$ cat src/rtl/hdmi_pattern_gen.sv
// hdmi_pattern_gen: pixel-pull test-pattern source for the HDMI encoder.
// Ports: i_pixclk/i_reset_n clock and async active-low reset; i_width/i_height
// runtime frame size; i_mode pattern request (taken at i_newframe); i_rd/
// i_newline/i_newframe encoder pull handshake; o_pixel registered {r,g,b};
// o_mode mode of the current frame; o_frame_cnt frames started since reset.
// Modes: 0 colour bars, 1 checkerboard, 2 gradient, 3 bouncing box.
// Define HDMI_PATTERN_BORDER_EN to add a red one-pixel frame border.
module hdmi_pattern_gen #(
  parameter int BITS_PER_COLOR = 8,
  parameter int HW = 16,
  parameter int CHECKER_LOG2 = 3,
  parameter int BOX_SIZE = 32
) (
  input  logic                        i_pixclk,
  input  logic                        i_reset_n,
  input  logic [HW-1:0]               i_width,
  input  logic [HW-1:0]               i_height,
  input  logic [1:0]                  i_mode,
  input  logic                        i_rd,
  input  logic                        i_newline,
  input  logic                        i_newframe,
  output logic [3*BITS_PER_COLOR-1:0] o_pixel,
  output logic [1:0]                  o_mode,
  output logic [15:0]                 o_frame_cnt
);
  localparam int B = BITS_PER_COLOR;
  localparam int PW = 3 * B;
  logic [HW-1:0] x, y, nx, ny, bx, by, nbx, nby, bar_cnt, nbar_cnt, bar_w, nbar_w;
  logic          dx, dy, ndx, ndy, bar_last;
  logic [2:0]    bar_idx, nbar_idx;
  logic [1:0]    nmode;
  logic [15:0]   nfc;
  logic [PW-1:0] pat, pix, npix;
  logic          in_box;
  // One bounce step on one axis; returns {direction, position}. A blocked
  // step reverses direction and moves the other way if that is possible.
  function automatic logic [HW:0] box_step(input logic [HW-1:0] p, input logic d,
                                           input logic [HW-1:0] lim);
    logic inc_ok, dec_ok;
    inc_ok = ({2'b0, p} + (HW+2)'(BOX_SIZE) + (HW+2)'(1)) <= {2'b0, lim};
    dec_ok = p != {HW{1'b0}};
    if ({2'b0, lim} < (HW+2)'(BOX_SIZE)) return {d, {HW{1'b0}}};
    if (d) return inc_ok ? {1'b1, p + 1'b1} : {1'b0, dec_ok ? p - 1'b1 : p};
    return dec_ok ? {1'b0, p - 1'b1} : {1'b1, inc_ok ? p + 1'b1 : p};
  endfunction
  always_comb begin
    nx = x;
    ny = y;
    nmode = o_mode;
    nfc = o_frame_cnt;
    nbar_w = bar_w;
    nbar_cnt = bar_cnt;
    nbar_idx = bar_idx;
    {ndx, nbx} = {dx, bx};
    {ndy, nby} = {dy, by};
    bar_last = bar_cnt == bar_w - 1'b1;
    if (i_newframe) begin
      nx = '0;
      ny = '0;
      nmode = i_mode;
      nfc = o_frame_cnt + 16'd1;
      nbar_w = i_width >> 3;
      nbar_cnt = '0;
      nbar_idx = '0;
      {ndx, nbx} = box_step(bx, dx, i_width);
      {ndy, nby} = box_step(by, dy, i_height);
    end else if (i_newline) begin
      nx = '0;
      ny = (y >= i_height) ? i_height : y + 1'b1;
      nbar_cnt = '0;
      nbar_idx = '0;
    end else if (i_rd) begin
      nx = (x >= i_width) ? i_width : x + 1'b1;
      nbar_cnt = bar_last ? '0 : bar_cnt + 1'b1;
      nbar_idx = (bar_last && bar_idx != 3'd7) ? bar_idx + 3'd1 : bar_idx;
    end
  end
  // Patterns are evaluated at the post-update counters so o_pixel always
  // matches the position the encoder will read next.
  always_comb begin
    in_box = nx >= nbx && {1'b0, nx} < {1'b0, nbx} + (HW+1)'(BOX_SIZE) &&
             ny >= nby && {1'b0, ny} < {1'b0, nby} + (HW+1)'(BOX_SIZE);
    pat = (nmode == 2'd0) ? {{B{~nbar_idx[1]}}, {B{~nbar_idx[2]}}, {B{~nbar_idx[0]}}} :
          (nmode == 2'd1) ? {PW{nx[CHECKER_LOG2] ^ ny[CHECKER_LOG2]}} :
          (nmode == 2'd2) ? {nx[B-1:0], ny[B-1:0], nx[B-1:0] ^ ny[B-1:0]} :
          in_box ? {PW{1'b1}} : {{(2*B){1'b0}}, {B{1'b1}}};
`ifdef HDMI_PATTERN_BORDER_EN
    pix = (nx == '0 || ny == '0 || nx == i_width - 1'b1 || ny == i_height - 1'b1) ?
          {{B{1'b1}}, {(2*B){1'b0}}} : pat;
`else
    pix = pat;
`endif
    npix = (nx >= i_width || ny >= i_height) ? '0 : pix;
  end
  always_ff @(posedge i_pixclk or negedge i_reset_n) begin
    if (!i_reset_n) begin
      x <= '0;
      y <= '0;
      o_pixel <= '0;
      o_mode <= '0;
      o_frame_cnt <= '0;
      bx <= '0;
      by <= '0;
      dx <= 1'b1;
      dy <= 1'b1;
      bar_idx <= '0;
      bar_cnt <= '0;
      bar_w <= '0;
    end else begin
      x <= nx;
      y <= ny;
      o_pixel <= npix;
      o_mode <= nmode;
      o_frame_cnt <= nfc;
      bx <= nbx;
      by <= nby;
      dx <= ndx;
      dy <= ndy;
      bar_idx <= nbar_idx;
      bar_cnt <= nbar_cnt;
      bar_w <= nbar_w;
    end
  end
endmodule
$ cat config.mk
export PLATFORM = sky130hd
export DESIGN_NAME = hdmi_pattern_gen
export DESIGN_NICKNAME = d
export VERILOG_FILES = /design/src/rtl/hdmi_pattern_gen.sv
export SDC_FILE = /design/constraint.sdc
export NUM_CORES = 1
export LEC_CHECK = 0
export BUFFER_PORTS_ARGS = -buffer_cell sky130_fd_sc_hd__clkbuf_2
export CORE_ASPECT_RATIO = 0.9
export CORE_MARGIN = 2
export CORE_UTILIZATION = 43
export DETAILED_ROUTE_END_ITERATION = 10
export MAX_ROUTING_LAYER = met4
export PLACE_DENSITY = 0.69
export SYNTH_ARGS = -nofsm -noshare
export SYNTH_HDL_FRONTEND = slang
export SYNTH_SLANG_ARGS = --single-unit
$ cat constraint.sdc
create_clock -name i_pixclk -period 8 [get_ports i_pixclk]
set_input_delay 1.6 -clock i_pixclk [delete_from_list [all_inputs] [get_ports i_pixclk]]
set_output_delay 1.6 -clock i_pixclk [all_outputs]
set_load 0.02 [all_outputs]
== Word level (Yosys, flattened, before mapping) ==
Index checks and enable logic that the tools add are counted.

* Order comparisons: 12
* Eq/ne operators: 4
* Multiply operators: 0
* Reductions and logical operators: 9
* Shifts and indexed selects: 0
* Divide/modulo/power cells: 0
* Bitwise gates (word level): 5
* Multiplexer cells: 49
* Add/subtract/negate cells: 16

{| class="wikitable"
|+ Operator list
! cell !! number
|-
| 16-bit 2-to-1 mux || 17
|-
| 17-bit 2-to-1 mux || 12
|-
| 24-bit 2-to-1 mux || 5
|-
| 16-bit by 1-bit adder with 16-bit output, second input constant || 6
|-
| 16-bit >= comparator || 6
|-
| 16-bit by 6-bit adder with 17-bit output, second input constant || 4
|-
| 17-bit by 1-bit adder with 18-bit output, second input constant || 2
|-
| 18-bit by 16-bit less-or-equal comparator with 1-bit output || 2
|-
| 16-bit by 17-bit less-than comparator with 1-bit output || 2
|-
| 16-bit by 6-bit less-than comparator with 1-bit output, second input constant || 2
|-
| 16-bit nonzero test || 2
|-
| 16-bit by 1-bit subtractor with 16-bit output, second input constant || 2
|-
| 16-bit equality test || 1
|-
| 13-bit by 1-bit subtractor with 14-bit output, second input constant || 1
|-
| 3-bit 2-to-1 mux || 4
|-
| 1-bit 2-to-1 mux || 10
|-
| 8-bit XOR || 1
|-
| 1-bit logical AND || 4
|-
| 3-bit by 1-bit adder with 3-bit output, second input constant || 1
|-
| 3-bit inequality test, second input constant || 1
|-
| 1-bit NOT || 3
|-
| 3-bit nonzero test || 1
|-
| 2-bit by 1-bit equality test with 1-bit output, second input constant || 1
|-
| 2-bit equality test, second input constant || 1
|-
| 4 further kinds || 4
|}

* Input bits: 39
* Register bits: 140
* Memory bits (read-only): 0
* Output and inout port bits: 42
* Logic and storage cells: 107
* Latch bits: 0
* Bits in writable memories: 0
* Memories kept: 0

== Longest topological paths before layout ==
Gate-level depths: netlist of the first run.

* Depth in word-level cells: 18
* Gate-level depth with buffers: 32
* Gate-level depth less buffers: 29

== Worst setup path before layout of the first run ==
No wires, ideal clock.

* Kind: input -> register
* Start point: in i_width[5]
* End point: reg o_pixel[15]
* Setup slack: 1542 ps
* Setup time: 71 ps
* Buffers on the path: 2
* Required time: 7929 ps
* Stages: 24
* Arrival time: 6387 ps
* Cells stage by stage: inv_1 > ha_1 > a21oi_1 > o21ai_1 > a2111o_1 > a221o_1 > a21oi_2 > and2_1 > buf_4 > mux2i_1 > nand3_1 > or3_1 > nor3_1 > xnor2_1 > ha_1 > a2111oi_0 > nand2_1 > o2111ai_1 > nand3_1 > o31ai_1 > a41o_1 > or4b_1 > buf_6 > nand3_2

* Longest elaborated chain between the ends: 16
* Elaborated cells on any way between the ends: 30
* Those cells by class: add/sub: 1; order compare: 6; mux: 18; bitwise: 1; reduce/logical: 4

{| class="wikitable"
|+ Ends and longest elaborated chain
! item !! RTL line !! text
|-
| start, declared || 16 || <nowiki>input logic [HW-1:0] i_width,</nowiki>
|-
| 18-bit by 16-bit less-or-equal comparator with 1-bit output || 40 || <nowiki>inc_ok = ({2'b0, p} + (HW+2)'(BOX_SIZE) + (HW+2)'(1)) <= {2'b0, lim};</nowiki>
|-
| 16-bit 2-to-1 mux / 17-bit 2-to-1 mux (equally long branches) || 44, 43 ||
|-
| 17-bit 2-to-1 mux, on equally long branches || 44, 43 ||
|-
| 17-bit 2-to-1 mux || 44 || <nowiki>return dec_ok ? {1'b0, p - 1'b1} : {1'b1, inc_ok ? p + 1'b1 : p};</nowiki>
|-
| 17-bit 2-to-1 mux * || 43 || <nowiki>if (d) return inc_ok ? {1'b1, p + 1'b1} : {1'b0, dec_ok ? p - 1'b1 : p};</nowiki>
|-
| 16-bit 2-to-1 mux * || 57 || <nowiki>if (i_newframe) begin</nowiki>
|-
| via nbx[8] || 28 || <nowiki>logic [HW-1:0] x, y, nx, ny, bx, by, nbx, nby, bar_cnt, nbar_cnt, bar_w, nbar_w;</nowiki>
|-
| 16-bit by 6-bit adder with 17-bit output || 81 || <nowiki>in_box = nx >= nbx && {1'b0, nx} < {1'b0, nbx} + (HW+1)'(BOX_SIZE) &&</nowiki>
|-
| 16-bit by 17-bit less-than comparator with 1-bit output || 81 ||
|-
| 1-bit logical AND * (2 in series) || 81 ||
|-
| 1-bit logical AND * || 82 || <nowiki>ny >= nby && {1'b0, ny} < {1'b0, nby} + (HW+1)'(BOX_SIZE);</nowiki>
|-
| 24-bit 2-to-1 mux * || 86 || <nowiki>in_box ? {PW{1'b1}} : {{(2*B){1'b0}}, {B{1'b1}}};</nowiki>
|-
| 24-bit 2-to-1 mux * || 85 || <nowiki>(nmode == 2'd2) ? {nx[B-1:0], ny[B-1:0], nx[B-1:0] ^ ny[B-1:0]} :</nowiki>
|-
| 24-bit 2-to-1 mux * || 84 || <nowiki>(nmode == 2'd1) ? {PW{nx[CHECKER_LOG2] ^ ny[CHECKER_LOG2]}} :</nowiki>
|-
| 24-bit 2-to-1 mux * || 83 || <nowiki>pat = (nmode == 2'd0) ? {{B{~nbar_idx[1]}}, {B{~nbar_idx[2]}}, {B{~nbar_idx[0]}}} :</nowiki>
|-
| 24-bit 2-to-1 mux * || 93 || <nowiki>npix = (nx >= i_width || ny >= i_height) ? '0 : pix;</nowiki>
|-
| via npix[15] || 33 || <nowiki>logic [PW-1:0] pat, pix, npix;</nowiki>
|-
| end signal, assigned || 112 || <nowiki>o_pixel <= npix;</nowiki>
|-
| end, declared || 22 || <nowiki>output logic [3*BITS_PER_COLOR-1:0] o_pixel,</nowiki>
|}

Mark *: on every way through the listed nets, which the timed path passes. The rest lies on a longest branch. The select of a mux whose other input is x is not followed.
A chain may end at the register's enable or synchronous reset.

== Final worst setup path of the first run ==
* Start point: reg bx[2]
* End point: reg o_pixel[22]

* Longest elaborated chain between the ends: 18
* Elaborated cells on any way between the ends: 25
* Those cells by class: add/sub: 5; order compare: 3; mux: 13; reduce/logical: 4

{| class="wikitable"
|+ Ends and longest elaborated chain
! item !! RTL line !! text
|-
| start, declared || 28 ||
|-
| start signal, assigned || 115 || <nowiki>bx <= nbx;</nowiki>
|-
| 16-bit by 6-bit adder with 17-bit output || 40 ||
|-
| 17-bit by 1-bit adder with 18-bit output || 40 ||
|-
| 18-bit by 16-bit less-or-equal comparator with 1-bit output || 40 ||
|-
| 16-bit 2-to-1 mux / 17-bit 2-to-1 mux (equally long branches) || 44, 43 ||
|-
| 17-bit 2-to-1 mux, on equally long branches || 44, 43 ||
|-
| 17-bit 2-to-1 mux * || 44 ||
|-
| 17-bit 2-to-1 mux * || 43 ||
|-
| 16-bit 2-to-1 mux * || 57 ||
|-
| via nbx[8] || 28 ||
|-
| [2 not listed] || -- ||
|-
| 1-bit logical AND * (2 in series) || 81 ||
|-
| 1-bit logical AND * || 82 ||
|-
| 24-bit 2-to-1 mux * || 86 ||
|-
| 24-bit 2-to-1 mux * || 85 ||
|-
| 24-bit 2-to-1 mux * || 84 ||
|-
| 24-bit 2-to-1 mux * || 83 ||
|-
| 24-bit 2-to-1 mux * || 93 ||
|-
| via npix[22] || 33 ||
|}

Mark *: on every way through the listed nets, which the timed path passes. The rest lies on a longest branch.

==> flow_summary.toml, run 1 <==
[yosys]
synthDistinctLibCells = 92
synth_commonest_cells = "ha_1 (163), dfrtp_1 (138), o21ai_0 (129)"
synth.area.top_cells = "dfrtp_1 (26%), ha_1 (15%), o21ai_0 (4.8%)"
synth-async-reset-ratio_pct = 100
synth_top_area_cell = "dfrtp_1"
ys_seq_area_share_pct = 26.2
synth_edf_count = 0
synth_ff_type = "dfrtp_1"
synthCells = 1610
yosys.area.top_type_share_pct = 25.8
synth_seq_cells = 140
synth.avg_cell_area_um2 = 8.32
syn-cell-area_um2 = 13400
yosysWarnings = 0
synth_nets = 1812
synth.most_common_cell = "ha_1"

[sta]
hold_ws_ps = 474
tightest_slew_ps = 1210
hold_violations = 0
fin_crit_sh_pct = 92.3
setup_violations = 0
relSlewSlack_pct = 18.1
period_needed_ps = 7380
rsz0062_at_grt = "no"
layout_setup_ws_ps = 620
max_freq_mhz = 135
fin_worst_skew_ps = 12.9
final_max_slew_viol_count = 0
setup_tns_ps = 0

[clock_tree]
root_buffer = "clkbuf_16"
clk_latency_ps = 440
clock-sinks = 140
clk_pin_slew_ps = 70
cts_hold_buf = 0
h-tree-depth = 4
cts_tree = "built"
clk_path_buf_depth = 2
cts_buffers = 17

[hold_path]
hold_class = "register to register"
holdPathEnd = "o_frame_cnt[15]"
min_from = "o_frame_cnt[15]"
hold_path_depth = 1

[detailed_routing]
wl_per_cell_um = 19.4
drc = 0
firstDrtPassIters = 5
viasPerCell = 6.07
drt_iter0_markers = 1181
vias = 12600
drt-total-wl_mm = 40.3
antenna_left = 0

[final_layout]
final_nets = 1855
num_antenna_cells = 0
fill_cells = 2927
regArea_um2 = 3510
syn2layout_area_growth_pct = 9.89
drive_gt1_share_pct = 11.5
multi_input_area_um2 = 9190

[floorplanning]
dieArea_um2 = 32600
start_util_pct = 43.6
rows = 61
die_h_um = 171
core_um2 = 30800
io_pins = 81
die_w_um = 190

[run_status]
status = "completed"

[power]
clkPwrFrac_pct = 24.4
pwr_density_cell_nw_per_um2 = 233
combPwrFrac_pct = 43.8
p_seq_share_pct = 31.8
p_switching_mw = 1.52
power_mw = 3.43
p_leak_nw = 6.90
irDropWorstVdd_v = 0.000173
internal_power_mw = 1.91
swShare_pct = 44.4

[grt]
grt_first_pass_wirelength_mm = 64.9
grt_max_degree = 80
track_usage_pct = 25.8
antenna_found_initial = 0
grt-ovfl-total = 0
grt_pass1_vias = 12000

[place]
place_hpwl_mm = 30.5
port_buffers = 80
gp_congestion = 0.970
post-place-ws_ps = 494

[setup_path]
crit_arrival_ps = 7740
r2r_cells = 27
max_stage_delay_ps = 670
regToRegStartpoint = "bx[2]"
r2r_slack_ps = 620
slowest_stage = "or4b_1"
cp_data_required_time_ps = 8360
startpoint_type = "register"
cp_max_fo = 15
critical_path_class = "register to register"
worstReg2RegEnd = "o_pixel[22]"
cp-end-kind = "register"

[run]
cap_violations = 0
[flip-flops by register name, summed over array words and instances, names as in the netlist]
name and cells:
by 16, bar_w 13, y 16, o_mode 2, dy 1, bar_cnt 16
bx 16, x 16, o_pixel 24, o_frame_cnt 16, dx 1, bar_idx 3
[worst max path at each step]
stage          startpoint          end  slack (ps)
2_1_floorplan  i_width[5]  o_pixel[15]        1540
3_3_place_gp   i_width[5]  o_pixel[15]         670
3_5_place_dp   i_width[5]  o_pixel[15]         490
4_1_cts             bx[2]  o_pixel[22]         630
5_1_grt             bx[2]  o_pixel[15]          90
6_report            bx[2]  o_pixel[22]         620
[critical path: cells and delay by family (launching register included)]
family / cells / cell delay (ps)
adders and majority gates: 2 / 500
xor gates and xnor gates: 2 / 260
muxes: 1 / 510
DFF: 1 / 650
and+or+nand+nor: 14 / 3430
AOI/OAI and AO/OA: 8 / 1970
[placed cells by master (no fill, tap or decap), types with 10 or more instances in the layout]
master / Yosys / layout
a211oi_1: 16 / 16
a21o_1: 19 / 19
a21oi_1: 95 / 95
a22oi_1: 19 / 19
a31oi_1: 10 / 10
and3_1: 60 / 60
and4_1: 12 / 12
buf_4: 10 / 21
clkbuf_16: 0 / 17
clkbuf_2: 0 / 79
dfrtp_1: 138 / 138
ha_1: 163 / 163
inv_1: 91 / 91
mux2_2: 14 / 14
mux2i_1: 17 / 17
nand2_1: 127 / 127
nand2b_1: 32 / 32
nand3_1: 47 / 47
nand3_2: 17 / 17
nand4_1: 27 / 27
nor2_1: 111 / 111
nor2b_1: 14 / 14
nor3_1: 48 / 48
nor3b_1: 15 / 15
nor4_1: 18 / 18
o21ai_0: 129 / 129
o31ai_1: 17 / 17
or3_1: 10 / 10
xnor2_1: 70 / 70
xor2_1: 39 / 39
[cells by family (layout without fill, tap and decap cells)]
| group | count (synthesis) | after routing | share of synthesized area (%) |
|---|---|---|---|
| simple gates | 579 | 579 | 23.2 |
| compound gates | 417 | 417 | 20.4 |
| buf+inv | 170 | 226 | 5.29 |
| fa+ha+maj | 163 | 163 | 15.2 |
| flops | 140 | 140 | 26.2 |
| xor+xnor | 109 | 109 | 7.12 |
| mux | 32 | 32 | 2.56 |
[final cells by class]
cell class                      count  share of cell area [%]
Tap cell                          409                    3.47
Timing Repair Buffer              101                    3.83
Clock inverter                     13                    1.05
Sequential cell                   140                    23.8
Clock buffer                       19                    3.08
Multi-Input combinational cell   1300                    62.4
Inverter                           93                    2.37
[power groups by stage]
| stage | Clock (mW) | Combinational (mW) | Sequential, mW |
|---|---|---|---|
| final | 0.838 | 1.50 | 1.09 |
| after global routing | 0.876 | 1.67 | 1.11 |
| after CTS | 0.849 | 1.48 | 1.08 |
| after detailed placement | 0 | 1.47 | 1.09 |
| after global placement | 0 | 1.44 | 1.09 |
| after floorplan | 0 | 1.21 | 0.952 |
[layer usage]
layer	track usage (%)	wire (um)	vias to the layer above	share of wire, %
li1	-	-	5983	-
met1	36.5	18800	6016	47
met2	39.0	17500	537	43
met3	3.26	3190	62	7.9
met4	6.37	787	0	2.0
met5	-	0	-	0
[stage by stage]
| stage | util, % | cell area [um2] | std cells |
|---|---|---|---|
| finish | 47.9 | 14700 | 2075 |
| floorplan | - | 13400 | 1610 |
| detailed placement | 45.9 | 14100 | 2043 |
| CTS | 47.9 | 14700 | 2075 |
| global placement | 45.9 | 14100 | 2043 |
| global route | 47.9 | 14700 | 2075 |
[timing repair]
item,CTS,global route
buffers inserted,0,0
setup endpoints to repair,0,16
resized for setup,0,1
Note: power is estimated with default switching activity, not from simulation.
==> inputs of run 2 (changes only) <==
--- a/config.mk
+++ b/config.mk
@@ -13,3 +13,3 @@
 export MAX_ROUTING_LAYER = met4
-export PLACE_DENSITY = 0.69
+export PLACE_DENSITY = 0.56
 export SYNTH_ARGS = -nofsm -noshare
==> constraint.sdc (replaced) <==
create_clock -name i_pixclk -period 8 [get_ports i_pixclk]
set_input_delay 0.4 -clock i_pixclk [delete_from_list [all_inputs] [get_ports i_pixclk]]
set_output_delay 0.4 -clock i_pixclk [all_outputs]
set_load 0.02 [all_outputs]
==> run 2 against run 1 <==
  * Global-route usage down 0.72 points
  * Non-clock buffer count fell by 8
  * Final cell count fell by 0.39%
  * Sequential share of layout area rose by 0.13 points
  * Fmax is 3.1% higher
  * Combinational power about the same
  * Final area fell by 0.55%
  * Utilization shrank 0.26 points
  * Die area unchanged
  * Clock power decreased by 2.6%
  * Critical endpoint is now o_pixel[15]
  * Highest routed layer unchanged
==> flow_summary.toml, run 2 (same netlist as run 1, synthesis figures left out) <==
[detailed_routing]
vias = 12200
drt_iter0_markers = 1077
drt-total-wl_mm = 39.3
wl_per_cell_um = 19.0
firstDrtPassIters = 5
drc = 0
antenna_left = 0
viasPerCell = 5.88

[grt]
grt_pass1_vias = 11200
grt_max_degree = 84
antenna_found_initial = 0
track_usage_pct = 25.1
grt-ovfl-total = 0
grt_first_pass_wirelength_mm = 62.6

[clock_tree]
clk_path_buf_depth = 2
cts_hold_buf = 0
post_cts_resized = 0
cts_buffers = 17
clk_pin_slew_ps = 70
h-tree-depth = 4
clock-sinks = 140
clk_latency_ps = 440
cts_tree = "built"
post-cts-setup-buffers = 0
root_buffer = "clkbuf_16"

[sta]
tightest_slew_ps = 1060
fin_crit_sh_pct = 89.4
relSlewSlack_pct = 28.7
setup_violations = 0
hold_violations = 0
max_freq_mhz = 140
final_max_slew_viol_count = 0
fin_worst_skew_ps = 11.4
setup_tns_ps = 0
rsz0062_at_grt = "no"
hold_ws_ps = 3.02
period_needed_ps = 7160

[setup_path]
critical_path_class = "register to register"
crit_family = "simple AND/OR/NAND/NOR gates"
slowest_stage = "or4b_1"
crit_arrival_ps = 7520
cp_data_required_time_ps = 8370
cp_max_fo = 15
max_stage_delay_ps = 690
cp-end-kind = "register"
startpoint_type = "register"
cp_num_buf_inv = 0

[floorplanning]
dieArea_um2 = 32600
io_pins = 81
die_h_um = 171
rows = 61
start_util_pct = 43.6
die_w_um = 190
core_um2 = 30800

[power]
power_mw = 3.40
irDropWorstVdd_v = 0.000154
pwr_density_cell_nw_per_um2 = 232
p_leak_nw = 6.84

[final_layout]
num_antenna_cells = 0
final_cell_mix = "ha_1 (163), dfrtp_1 (138), o21ai_0 (129)"
drive_gt1_share_pct = 11.2
syn2layout_area_growth_pct = 9.28
regMostFlops = "o_pixel"
layout_commonest_cell = "ha_1"
final_area_um2 = 14600
final_nets = 1847
largest_reg_flops = 24

[place]
gp_congestion = 0.900
place_hpwl_mm = 29.9
dpl_cell_area_um2 = 14100
port_buffers = 80

[run]
cap_violations = 0

[run_status]
status = "completed"

[hold_path]
hold_class = "input port to asynchronous set/reset pin"
-- run 2: cell count changes in the layout (fill, tap and decap cells not counted), sizes merged --
cell,before,now
bufinv,2,1
clkinvlp,1,2
inv,96,98
clkbuf,98,96
buf,22,14
-- run 2: final timing paths --
| check | start | end | slack [ps] | cells past startpoint |
|---|---|---|---|---|
| setup / recovery | bx[2] | o_pixel[15] | 840 | 27 |
| hold / removal | i_reset_n | bar_cnt[12] | 3 | 1 |
| setup reg to reg | bx[2] | o_pixel[15] | 840 | 27 |
| hold reg to reg | o_frame_cnt[15] | o_frame_cnt[15] | 470 | 1 |
| max in group asynchronous | i_reset_n | bx[2] | 6680 | 2 |
| min in group i_pixclk | i_width[4] | bar_w[1] | 240 | 3 |
-- run 2: cell type report --
| cell class | instances | area, um2 |
|---|---|---|
| Fill cell | 2979 | 16100 |
| Timing Repair Buffer | 93 | 504 |
| Inverter | 93 | 349 |
| Multi-Input combinational cell | 1300 | 9190 |
| Clock inverter | 15 | 159 |
| Sequential cell | 140 | 3510 |
| Clock buffer | 17 | 425 |
| Tap cell | 409 | 512 |
-- run 2: metal layers --
metal  global-route usage, %  vias to the layer above  routed length [um]
met2                    36.6                      323               16600
met4                    4.79                        0                 414
met1                    37.1                     5824               20300
met3                    3.20                       34                1940
li1                        -                     5973                   -
met5                       -                        -                   0
-- run 2: stage by stage --
stage | instances | util (%) | setup WS [ps]
finish | 2067 | 47.6 | 845
global route | 2067 | 47.6 | 152
CTS | 2067 | 47.6 | 743
detailed placement | 2035 | 45.7 | 763
global placement | 2035 | 45.7 | 939
floorplan | 1610 | - | 1900
-- run 2: power by group --
group / total (mW) / leakage [nW] / internal (mW) / switching [mW]
logic: 1.52 / 4.75 / 0.608 / 0.910
registers: 1.07 / 1.81 / 0.818 / 0.252
clock network: 0.816 / 0.282 / 0.441 / 0.376
==> inputs of run 3 (changes only) <==
- ABC_AREA: unset -> 1
==> run 3 against run 2 <==
  * Register-to-register slack better by 910 ps
  * Critical path depth is 11 higher
  * Synthesized cell count rose by 24%
  * Hold slack improved by 77 ps
  * Sequential cell count stayed put
  * Sequential share of layout area fell by 0.77 points
  * Utilization barely moved
  * Non-clock buffer count decreased by 7
  * Highest routed layer unchanged
==> flow_summary.toml, run 3 <==
[run_status]
status = "completed"

[clock_tree]
post_cts_resized = 0
cts_hold_buf = 0
clock-sinks = 140
clk_path_buf_depth = 2
root_buffer = "clkbuf_16"
cts_buffers = 17
h-tree-depth = 4
clk_pin_slew_ps = 70
post-cts-setup-buffers = 0
cts_tree = "built"
clk_latency_ps = 440

[grt]
antenna_found_initial = 0
grt_first_pass_wirelength_mm = 68.7
track_usage_pct = 27.1
grt-ovfl-total = 0
grt_max_degree = 99
grt_pass1_vias = 12400

[setup_path]
cp-end-kind = "register"
critical_path_class = "register to register"
cp_num_buf_inv = 5
slowest_stage = "dfrtp_1"
startpoint_type = "register"
cp_data_required_time_ps = 8330
crit_family = "simple AND/OR/NAND/NOR gates"
cp_common_cell = "nand2_1"
crit_arrival_ps = 6580
cp_max_fo = 20
max_stage_delay_ps = 450

[final_layout]
final_util_pct = 47.6
final_nets = 2263
largest_reg_flops = 24
syn2layout_area_growth_pct = 9.41
final_cell_mix = "nand2_1 (453), inv_1 (308), nor2_1 (166)"
regMostFlops = "o_pixel"
drive_gt1_share_pct = 8.78
num_antenna_cells = 0
layout_commonest_cell = "nand2_1"

[yosys]
synth_ff_type = "dfrtp_1"
synth_edf_count = 0
synth_top_area_cell = "dfrtp_1"
synthCells = 2003
yosysWarnings = 0
syn-cell-area_um2 = 13800
synth.area.top_cells = "dfrtp_1 (25%), ha_1 (15%), nand2_1 (12%)"
synthMuxAreaShare_pct = 0
synth_adder_area_share_pct = 14.7
ys_seq_area_share_pct = 25.4
synth_commonest_cells = "nand2_1 (453), inv_1 (308), nor2_1 (166)"
synth.avg_cell_area_um2 = 6.90
synth_compound_area_share_pct = 14.0
synth_seq_cells = 140
synth.most_common_cell = "nand2_1"
synthDistinctLibCells = 56
synth-async-reset-ratio_pct = 100
synthSimpleGateAreaFrac_pct = 27.7
yosys.area.top_type_share_pct = 25.0
synth_xor_xnor_area_share_pct = 7.66
synth_top_family_by_area = "simple AND/OR/NAND/NOR gates"
synth_nets = 2205

[detailed_routing]
vias = 13300
firstDrtPassIters = 5
drc = 0
antenna_left = 0
wl_per_cell_um = 17.2
drt_iter0_markers = 1042
viasPerCell = 5.35
drt-total-wl_mm = 42.9

[sta]
max_freq_mhz = 160
fin_crit_sh_pct = 78.1
period_needed_ps = 6250
final_max_slew_viol_count = 0
setup_violations = 0
rsz0062_at_grt = "no"
relSlewSlack_pct = 35.2
fin_worst_skew_ps = 12.7
setup_tns_ps = 0
hold_violations = 0
hold_ws_ps = 80.0
tightest_slew_ps = 972

[power]
p_seq_share_pct = 28.2
p_leak_nw = 8.05
swShare_pct = 49.5
p_switching_mw = 1.85
clkPwrFrac_pct = 22.0
internal_power_mw = 1.89
combPwrFrac_pct = 49.8
irDropWorstVdd_v = 0.000158
pwr_density_cell_nw_per_um2 = 247

[place]
port_buffers = 80
place_hpwl_mm = 34.0
gp_congestion = 0.955

[floorplanning]
start_util_pct = 43.5
dieArea_um2 = 33600
core_um2 = 31800
die_w_um = 193
rows = 62
io_pins = 81
die_h_um = 174

[run]
cap_violations = 0

[hold_path]
hold_class = "input port to asynchronous set/reset pin"
[run 3: cell types whose count changed after synthesis, moves of 55 or more]
cell     change
and3_1      -58
nand2_1    +326
nand3_1     +72
xor2_1      +67
inv_1      +217
nor2_1      +55
xnor2_1     -55
[run 3: power groups by stage]
stage	registers [mW]	logic, mW	clock network, mW
after floorplan	0.965	1.45	0
after global placement	1.07	1.82	0
after detailed placement	1.06	1.85	0
after CTS	1.05	1.85	0.836
after global routing	1.08	2.14	0.865
final	1.06	1.86	0.821
[run 3: worst paths after layout]
| kind | startpoint | endpoint | slack, ps | cells after the start |
|---|---|---|---|---|
| worst max-delay path | bx[2] | o_pixel[21] | 1750 | 38 |
| worst min-delay path | i_reset_n | o_pixel[7] | 80 | 1 |
| worst max register to register | bx[2] | o_pixel[21] | 1750 | 38 |
| worst min register to register | o_frame_cnt[15] | o_frame_cnt[15] | 470 | 1 |
| max in group asynchronous | i_reset_n | bx[13] | 6720 | 2 |
| min in group i_pixclk | i_width[10] | bar_w[7] | 250 | 3 |
[run 3: area by class of cell]
cell class	instances	area, um2
flip-flops and latches	140	3510
fillers	3359	16700
multi-input cells	1495	8860
well taps	416	520
repair buffers	86	452
clock buffers	18	429
clock inverters	14	151
inverters	321	1210
[run 3: kinds of logic (layout without fill, tap and decap cells)]
logic type,count (synthesis),count (layout)
AND/OR/NAND/NOR,875,875
buffers and inverters,368,439
AO/OA/AOI/OAI,336,336
adder cells (fa/ha/maj),163,163
flip-flops,140,140
XOR/XNOR,121,121
[run 3: metrics by stage]
step                power (mW)  cell area (um2)  instances  setup slack (ps)
detailed placement        2.91            14600       2458              1770
floorplan                 2.41            13800       2003              2780
finish                    3.74            15100       2490              1750
global placement          2.89            14600       2458              1940
CTS                       3.74            15100       2490              1770
global route              4.08            15100       2490               924
[run 3: per-layer routing]
metal	track usage (%)	wire length (um)	vias up
met3	3.78	2360	43
met5	-	0	-
met4	6.50	845	0
li1	-	-	6691
met2	39.8	18700	356
met1	39.1	21000	6241
